### src/rtl/ssg_scan_ctrl.sv
`default_nettype none
// ============================================================================
// Module  : ssg_scan_ctrl
// Brief   : 4-digit multiplexed 7-segment scanner with blanking gap, BCD decode,
//           leading-zero suppression and frame-aligned req/ack digit capture.
// Revision: 1.0 - initial release
// ============================================================================
module ssg_scan_ctrl #(
  parameter int BLANK_TICKS = 4,
  parameter int DRIVE_TICKS = 50000,
  parameter int CNT_W       = 17
) (
  input  logic        clk,
  input  logic        reset,
  input  logic [15:0] digits_in,
  input  logic [3:0]  dp_in,
  input  logic        lz_en,
  input  logic        upd_req,
  output logic        upd_ack,
  output logic        frame_done,
  output logic [6:0]  SSG_D,
  output logic        SSG_DP,
  output logic [3:0]  SSG_EN
);

  localparam logic [0:0] ST_BLANK = 1'b0;
  localparam logic [0:0] ST_DRIVE = 1'b1;

  localparam logic [CNT_W-1:0] C_BLANK_LAST = CNT_W'(BLANK_TICKS - 1);
  localparam logic [CNT_W-1:0] C_DRIVE_LAST = CNT_W'(DRIVE_TICKS - 1);
  localparam logic [6:0]       C_SEG_OFF    = 7'b1111111;

  logic [0:0]       r_state;
  logic [1:0]       r_idx;
  logic [CNT_W-1:0] r_presc;
  logic [15:0]      r_digits;
  logic [3:0]       r_dp;
  logic             r_ack;
  logic             r_frame_done;
  logic [6:0]       r_ssg_d;
  logic             r_ssg_dp;
  logic [3:0]       r_ssg_en;

  logic [0:0]       w_nxt_state;
  logic [1:0]       w_nxt_idx;
  logic [CNT_W-1:0] w_nxt_presc;
  logic             w_blank_last;
  logic             w_drive_last;
  logic             w_boundary;
  logic [3:0]       w_zero;
  logic [3:0]       w_sup;
  logic [3:0]       w_nib;
  logic [3:0]       w_en_nxt;
  logic [6:0]       w_d_nxt;
  logic             w_dp_nxt;

  function automatic logic [6:0] f_decode(input logic [3:0] v);
    case (v)
      4'd0:    f_decode = 7'b1000000;
      4'd1:    f_decode = 7'b1111001;
      4'd2:    f_decode = 7'b0100100;
      4'd3:    f_decode = 7'b0110000;
      4'd4:    f_decode = 7'b0011001;
      4'd5:    f_decode = 7'b0010010;
      4'd6:    f_decode = 7'b0000010;
      4'd7:    f_decode = 7'b1111000;
      4'd8:    f_decode = 7'b0000000;
      4'd9:    f_decode = 7'b0010000;
      default: f_decode = C_SEG_OFF;
    endcase
  endfunction

  always_comb begin
    w_blank_last = (r_state == ST_BLANK) && (r_presc == C_BLANK_LAST);
    w_drive_last = (r_state == ST_DRIVE) && (r_presc == C_DRIVE_LAST);
    w_boundary   = w_drive_last && (r_idx == 2'd3);
    w_nxt_state  = r_state;
    w_nxt_idx    = r_idx;
    w_nxt_presc  = r_presc + CNT_W'(1);
    if (w_blank_last) begin
      w_nxt_state = ST_DRIVE;
      w_nxt_presc = '0;
    end else if (w_drive_last) begin
      w_nxt_state = ST_BLANK;
      w_nxt_idx   = r_idx + 2'd1;
      w_nxt_presc = '0;
    end
  end

  // A digit is suppressed only while every digit above it is also suppressed;
  // a lit DP breaks the chain for itself and everything below.
  always_comb begin
    for (int i = 0; i < 4; i++) begin
      w_zero[i] = (r_digits[i*4 +: 4] == 4'd0);
    end
    w_sup[3] = lz_en & w_zero[3] & ~r_dp[3];
    w_sup[2] = w_sup[3] & w_zero[2] & ~r_dp[2];
    w_sup[1] = w_sup[2] & w_zero[1] & ~r_dp[1];
    w_sup[0] = 1'b0;
  end

  // Outputs are built from the next state so the pins line up with the state.
  // Shadow only changes on entry to BLANK, so the current shadow is correct here.
  always_comb begin
    w_nib    = r_digits[{w_nxt_idx, 2'b00} +: 4];
    w_en_nxt = 4'b1111;
    w_d_nxt  = C_SEG_OFF;
    w_dp_nxt = 1'b1;
    if (w_nxt_state == ST_DRIVE) begin
      w_en_nxt[w_nxt_idx] = 1'b0;
      w_d_nxt             = w_sup[w_nxt_idx] ? C_SEG_OFF : f_decode(w_nib);
      w_dp_nxt            = ~r_dp[w_nxt_idx];
    end
  end

  always_ff @(posedge clk or posedge reset) begin
    if (reset) begin
      r_state      <= ST_BLANK;
      r_idx        <= 2'd0;
      r_presc      <= '0;
      r_digits     <= 16'h0000;
      r_dp         <= 4'h0;
      r_ack        <= 1'b0;
      r_frame_done <= 1'b0;
      r_ssg_d      <= C_SEG_OFF;
      r_ssg_dp     <= 1'b1;
      r_ssg_en     <= 4'b1111;
    end else begin
      r_state      <= w_nxt_state;
      r_idx        <= w_nxt_idx;
      r_presc      <= w_nxt_presc;
      r_frame_done <= w_boundary;
      r_ack        <= w_boundary & upd_req;
      r_ssg_d      <= w_d_nxt;
      r_ssg_dp     <= w_dp_nxt;
      r_ssg_en     <= w_en_nxt;
      if (w_boundary && upd_req) begin
        r_digits <= digits_in;
        r_dp     <= dp_in;
      end
    end
  end

  assign upd_ack    = r_ack;
  assign frame_done = r_frame_done;
  assign SSG_D      = r_ssg_d;
  assign SSG_DP     = r_ssg_dp;
  assign SSG_EN     = r_ssg_en;

endmodule
`default_nettype wire

### config.mk
export PLATFORM = sky130hd
export DESIGN_NAME = ssg_scan_ctrl
export DESIGN_NICKNAME = d
export VERILOG_FILES = /design/src/rtl/ssg_scan_ctrl.sv
export SDC_FILE = /design/constraint.sdc
export NUM_CORES = 1
export LEC_CHECK = 0
export CORE_MARGIN = 3
export CORE_UTILIZATION = 55
export DETAILED_ROUTE_END_ITERATION = 7
export PLACE_DENSITY_LB_ADDON = 0.25
export SLEW_MARGIN = 20
export SYNTH_ARGS = -nofsm -noshare
export SYNTH_HDL_FRONTEND = slang
export SYNTH_SLANG_ARGS = --single-unit
export TNS_END_PERCENT = 1
### constraint.sdc
create_clock -name clk -period 6.21 [get_ports clk]
set_input_delay 1.242 -clock clk [delete_from_list [all_inputs] [get_ports clk]]
set_output_delay 1.242 -clock clk [all_outputs]
set_load 0.02 [all_outputs]
# == Yosys cells after proc, flatten, opt, wreduce, memory -nomap -nowiden ==
# Memory sizes are Yosys's and may differ from the RTL's.
# Cells that the tools add are included.
# totals
elab_cells,56
register_bits,54
romBits,112
n_memories,1
in_bits,24
out_inout_bits,14
# memory_table
name,depth,word_bits,read_ports,rd_clocked_by_memory_dff,write_ports,line,source
(name not given),16,7,1,0,0,58,case (v)
# op_classes
muxes,16
shift,1
n_reduce_logical,8
n_addsub,2
order_cmp,2
bitwise,13
n_eq_ne,3
# ops
op,n
$mux 17,2
$add 17x1->17 const B,1
$eq 17x16->1 const B,1
$eq 17x2->1 const B,1
$shiftx 16x5->4,1
$mux 7,2
$logic_not 4->1,3
$and 1x1->1,7
$mux 1,6
$logic_and 1x1->1,5
$not 1->1,5
$bmux 1 s2,2
$mux 2,2
$mux 4,1
$not 4->4,1
$lt 2x3->1 const B,1
$add 2x1->2 const B,1
$demux 1 s2,1
$eq 2x2->1 const B,1
$ge 2x1->1 const B,1

# == Logic depth before layout (Yosys ltp) ==
# logic_depth
ltp_word,11
ltp_mapped,11
ltp_nobuf,10

# == Least setup slack after synthesis ==
# Ideal clock, no wire load.
# synth_timing
kind,register to register
from,register r_presc[0]
to,register r_ssg_d[3] (netlist: SSG_D[3])
setup_slack_ns,3.706
n_path_buf,2
arrival_time_ns,2.439
required_time_ns,6.145
period_less_slack_ns,2.504
path_stages_with_launch,11
setup_ns,0.065
cell_sequence,dfrtp_1 > ha_1 > and4_4 > and4_1 > buf_4 > a21boi_2 > a21oi_1 > o221a_1 > buf_6 > or4_1 > nand3b_1
# synth_via
elab_chain_len,8
elab_cells_between_ends,14
classes_between,eq/ne (2); shift (1); mux (8); reduce/logical (2); memory (1)
# synth_lines
element,line,source
"start, declared",35,logic [CNT_W-1:0] r_presc;
"start signal, assigned",131,r_presc <= w_nxt_presc;
$eq 17x16->1,75,w_drive_last = (r_state == ST_DRIVE) && (r_presc == C_DRIVE_LAST);
$logic_and 1x1->1,75,
$mux 2,83,end else if (w_drive_last) begin
$mux 2,80,if (w_blank_last) begin
$shiftx 16x5->4 / $bmux 1 s2 (equally long branches),"105, 111",
$mem_v2 16x7 / $mux 1 (equally long branches),n/a,
$mux 7,111,w_d_nxt = w_sup[w_nxt_idx] ? C_SEG_OFF : f_decode(w_nib);
$mux 7 *,109,if (w_nxt_state == ST_DRIVE) begin
named net w_d_nxt[3],54,logic [6:0] w_d_nxt;
"end signal, assigned",134,r_ssg_d <= w_d_nxt;
"end, declared",40,logic [6:0] r_ssg_d;
# The timed path passes the listed nets; every way through them passes the cells marked *. The select of a mux whose other input is x is not followed.
# A chain may end at the register's enable or synchronous reset.

# == Worst setup path after layout ==
# layout_timing
from,register r_presc[7]
to,register r_ssg_d[3] (netlist: SSG_D[3])
# Same word-level chain as after synthesis.

==> impl_metrics.env <==
export IMPL_run_status="complete, no violations"
export IMPL_route_detailed_drc=0
export IMPL_worst_slew_pin_slew_ns=0.913
export IMPL_postSynth_topFlopCell="sky130_fd_sc_hd__dfrtp_1"
export IMPL_post_place_cell_area_sq_um=3090
export IMPL_final_setup_worst_slack_ns=3.29
export IMPL_slew_viol_final=0
export IMPL_cts_htree_levels=2
export IMPL_clk_latency_ns=0.31
export IMPL_synth_compound_area_share_pct=11.2
export IMPL_gr_max_usage_layer="met2"
export IMPL_synthAdderAreaFrac_pct=1.40
export IMPL_gp_routability_congestion=0.850
export IMPL_main_combinational_cell_family_by_area_after_synthesis="simple AND/OR/NAND/NOR gates"
export IMPL_detail_route_first_pass_iterations=4
export IMPL_grt_antenna_before_repair=0
export IMPL_cts_root_buffer_cell="sky130_fd_sc_hd__clkbuf_8"
export IMPL_totalPowerFinal_mw=0.575
export IMPL_cts_resized=0
export IMPL_use_met3_pct=4.86
export IMPL_cts_buffers_inserted=5
export IMPL_initial_core_util_pct=59.3
export IMPL_met1_usage_pct=28.6
export IMPL_cellLeakagePower_nw=1.38
export IMPL_floorplan_rows=24
export IMPL_cell_count_after_placement=337
export IMPL_post_synth_main_area_contributors="sky130_fd_sc_hd__dfrtp_1 39%, sky130_fd_sc_hd__dfstp_2 12%, sky130_fd_sc_hd__mux2_2 8.0%"
export IMPL_post_route_period_util_pct=47.0
export IMPL_simple_logic_cell_fraction_of_the_synthesized_area_pct=18.1
export IMPL_drive_above_1_share_pct=18.6
export IMPL_clkTransAtPathRegs_ns=0.09
export IMPL_timing_critical_path_mode_cell="sky130_fd_sc_hd__a21oi_1"
export IMPL_routed_wire_length_per_instance_um=15.4
export IMPL_diodes=0
export IMPL_groute_usage_overall_pct=19.6
export IMPL_yosysWarnings=0
export IMPL_slowest_delay_ns=0.49
export IMPL_hold_viol=0
export IMPL_grt_overflow_total=0
export IMPL_syn_instance_count=242
export IMPL_critPathCaptureType="flip-flop"
export IMPL_tritoncts_clock_tree="done"
export IMPL_post_drt_via_cell_ratio=5.73
export IMPL_grtUsageMet2_pct=28.6
export IMPL_drt_first_iter_violations=207
export IMPL_ir_worst_vdd_mv=0.112
export IMPL_postSynthNetCount=269
export IMPL_vias=1977
export IMPL_r2r_setup_slack_ns=3.29
export IMPL_ioPinCount=38
export IMPL_yosysTopAreaCellShare_pct=39.1
export IMPL_grt_pass1_wl_um=9290
export IMPL_place_port_buffers=37
export IMPL_async_reset_ff_share_pct=100
export IMPL_totalWireLength_um=5320
export IMPL_relSlewSlack_pct=39.2
export IMPL_cts_sink_count=54
export IMPL_synth_top_area_cell="sky130_fd_sc_hd__dfrtp_1"
export IMPL_final_nets=306
export IMPL_clock_path_buffers=2
export IMPL_crit_required_ns=6.45
export IMPL_synth_edff_count=0
export IMPL_post_synth_instance_area_sq_um=2690
export IMPL_flow_area_growth_from_synthesis_pct=18.5
export IMPL_min_path_type="flip-flop to flip-flop"
export IMPL_setup_repair_after_global_routing_missed_its_margin="false"
export IMPL_finalClockSkew_ns=0.00783
export IMPL_ys_seq_elements=54
export IMPL_final_setup_tns_ns=0
export IMPL_fin_area_sq_um=3190
export IMPL_timing_max_cap_violations=0
export IMPL_post_cts_repair_setup_buffers=0
export IMPL_startpoint_type="flip-flop"
export IMPL_placement_setup_worst_slack_ns=3.11
export IMPL_die_y_um=75.9
export IMPL_cts_hold_fix_buffers=0
export IMPL_sequential_share_of_the_synthesized_area_pct=50.8
export IMPL_worst_endpoint_arrival_ns=3.17
export IMPL_finish_cell_count_without_fillers=345
export IMPL_synth_xor_area_share_pct=4.89
export IMPL_worst_path_max_delay_cell="sky130_fd_sc_hd__dfrtp_1"
export IMPL_min_period_ns=2.92
export IMPL_crit_fanout=9
export IMPL_die_width_um=75.9
export IMPL_post_drt_antenna_nets=0
export IMPL_first_global_vias=1977
export IMPL_final_setup_viol_count=0
export IMPL_synth_cell_types=51
export IMPL_pin_count_of_the_biggest_net_entering_global_routing=55
export IMPL_worstPathCellList="nor4_4 -> and4_1 -> a21boi_2 -> a21oi_1 -> o221a_1 -> ha_1 -> a21oi_1 -> nand3b_1"
export IMPL_fmax_ghz=0.342
export IMPL_timing_worst_setup_path_type="flip-flop to flip-flop"
export IMPL_post_synth_mux_area_share_pct=10.7
export IMPL_die_area_sq_um=5760
export IMPL_dpl_hpwl_um=3840
export IMPL_core_area_sq_um=4530
export IMPL_synthesis_area_per_instance_sq_um=11.1
export IMPL_p_per_area_nw_per_um2=180
==> sequential cells by signal (all words and copies together) (netlist names), 2 cells and up <==
register  flops
r_idx         2
SSG_D         7
SSG_EN        4
r_presc      17
r_dp          4
r_digits     16
==> final cells by class <==
class | instances | area, sq um
Tap cell | 65 | 81.3
Multi-Input combinational cell | 172 | 1240
Clock buffer | 7 | 86.3
Timing Repair Buffer | 37 | 370
Fill cell | 337 | 1350
Inverter | 9 | 35.0
Sequential cell | 54 | 1370
Clock inverter | 1 | 5.00
==> synthesized netlist by cell type (all sizes together), types with 4 or more instances <==
library cell,count
nand3,10
a21oi,9
xnor2,8
nor2,25
buf,4
and2,5
nor3,9
a22oi,5
dfrtp,42
mux2,19
nor4,4
xor2,7
o21ai,7
inv,9
dfstp,12
nand2,17
mux2i,5
and4,5
==> placed cells by master (no fill, tap or decap), types with 2 or more instances in the layout <==
master                            netlist  routed
sky130_fd_sc_hd__o211ai_1               3       3
sky130_fd_sc_hd__nor4_4                 2       2
sky130_fd_sc_hd__nor2_1                25      25
sky130_fd_sc_hd__inv_1                  9       8
sky130_fd_sc_hd__dfrtp_1               42      42
sky130_fd_sc_hd__o221ai_1               3       3
sky130_fd_sc_hd__and2_0                 2       2
sky130_fd_sc_hd__a211oi_1               2       2
sky130_fd_sc_hd__o21ai_0                6       6
sky130_fd_sc_hd__or4_1                  2       2
sky130_fd_sc_hd__and3_1                 2       2
sky130_fd_sc_hd__clkbuf_8               0       6
sky130_fd_sc_hd__dfstp_2               12      12
sky130_fd_sc_hd__nand4_1                3       3
sky130_fd_sc_hd__xor2_1                 7       7
sky130_fd_sc_hd__and2_1                 3       3
sky130_fd_sc_hd__ha_1                   3       3
sky130_fd_sc_hd__and4_1                 3       3
sky130_fd_sc_hd__mux2_2                19      19
sky130_fd_sc_hd__a21oi_1                9       9
sky130_fd_sc_hd__xnor2_1                8       8
sky130_fd_sc_hd__a22oi_1                5       5
sky130_fd_sc_hd__clkinv_2               0       2
sky130_fd_sc_hd__nand2_1               17      17
sky130_fd_sc_hd__nand3_1                9       9
sky130_fd_sc_hd__or3_1                  2       2
sky130_fd_sc_hd__nor3_1                 9       9
sky130_fd_sc_hd__mux2i_1                5       5
sky130_fd_sc_hd__o221a_2                2       2
sky130_fd_sc_hd__clkdlybuf4s50_1        0      37
sky130_fd_sc_hd__o22ai_1                2       2
==> kinds of logic after synthesis <==
kind of cell	after synthesis
buffers and inverters	16
adder cells (fa/ha/maj)	3
AO/OA/AOI/OAI	41
XOR/XNOR	15
AND/OR/NAND/NOR	88
flip-flops	54
multiplexers	25
==> layer usage <==
| metal | share of wire, % | wire, um | up-vias |
|---|---|---|---|
| met5 | 0 | 0 | - |
| met2 | 45 | 2370 | 55 |
| met3 | 5.7 | 302 | 6 |
| met1 | 48 | 2580 | 965 |
| li1 | - | - | 951 |
| met4 | 1.4 | 72 | 0 |
==> path summary, 6_finish.rpt <==
| kind | end | start | depth (start not counted) |
|---|---|---|---|
| max reg2reg | SSG_D[3] | r_presc[7] | 8 |
| max in group asynchronous | r_digits[14] | reset | 2 |
| min in group asynchronous | r_presc[6] | reset | 2 |
| max | SSG_D[3] | r_presc[7] | 8 |
| min | r_presc[0] | r_presc[0] | 1 |
| min reg2reg | r_presc[0] | r_presc[0] | 1 |
==> stage by stage <==
| step | util (%) | hold WS [ns] |
|---|---|---|
| floorplan | - | 0.433 |
| global placement | 68.2 | 0.449 |
| detailed placement | 68.2 | 0.476 |
| CTS | 70.3 | 0.494 |
| global route | 70.3 | 0.520 |
| finish | 70.3 | 0.496 |
==> where the power goes <==
group / internal (mW) / total, mW / switching, mW
Combinational: 0.0127 / 0.0213 / 0.00864
Sequential: 0.352 / 0.352 / 0
Clock: 0.0902 / 0.201 / 0.111
==> critical path: cells and delay by family (launching register included) <==
family	cells	cell delay (ns)
AO/OA/AOI/OAI	4	1.10
adder cells (fa/ha/maj)	1	0.32
flip-flops	1	0.49
AND/OR/NAND/NOR	3	0.94
No activity file was read; power rests on OpenSTA's default activity.
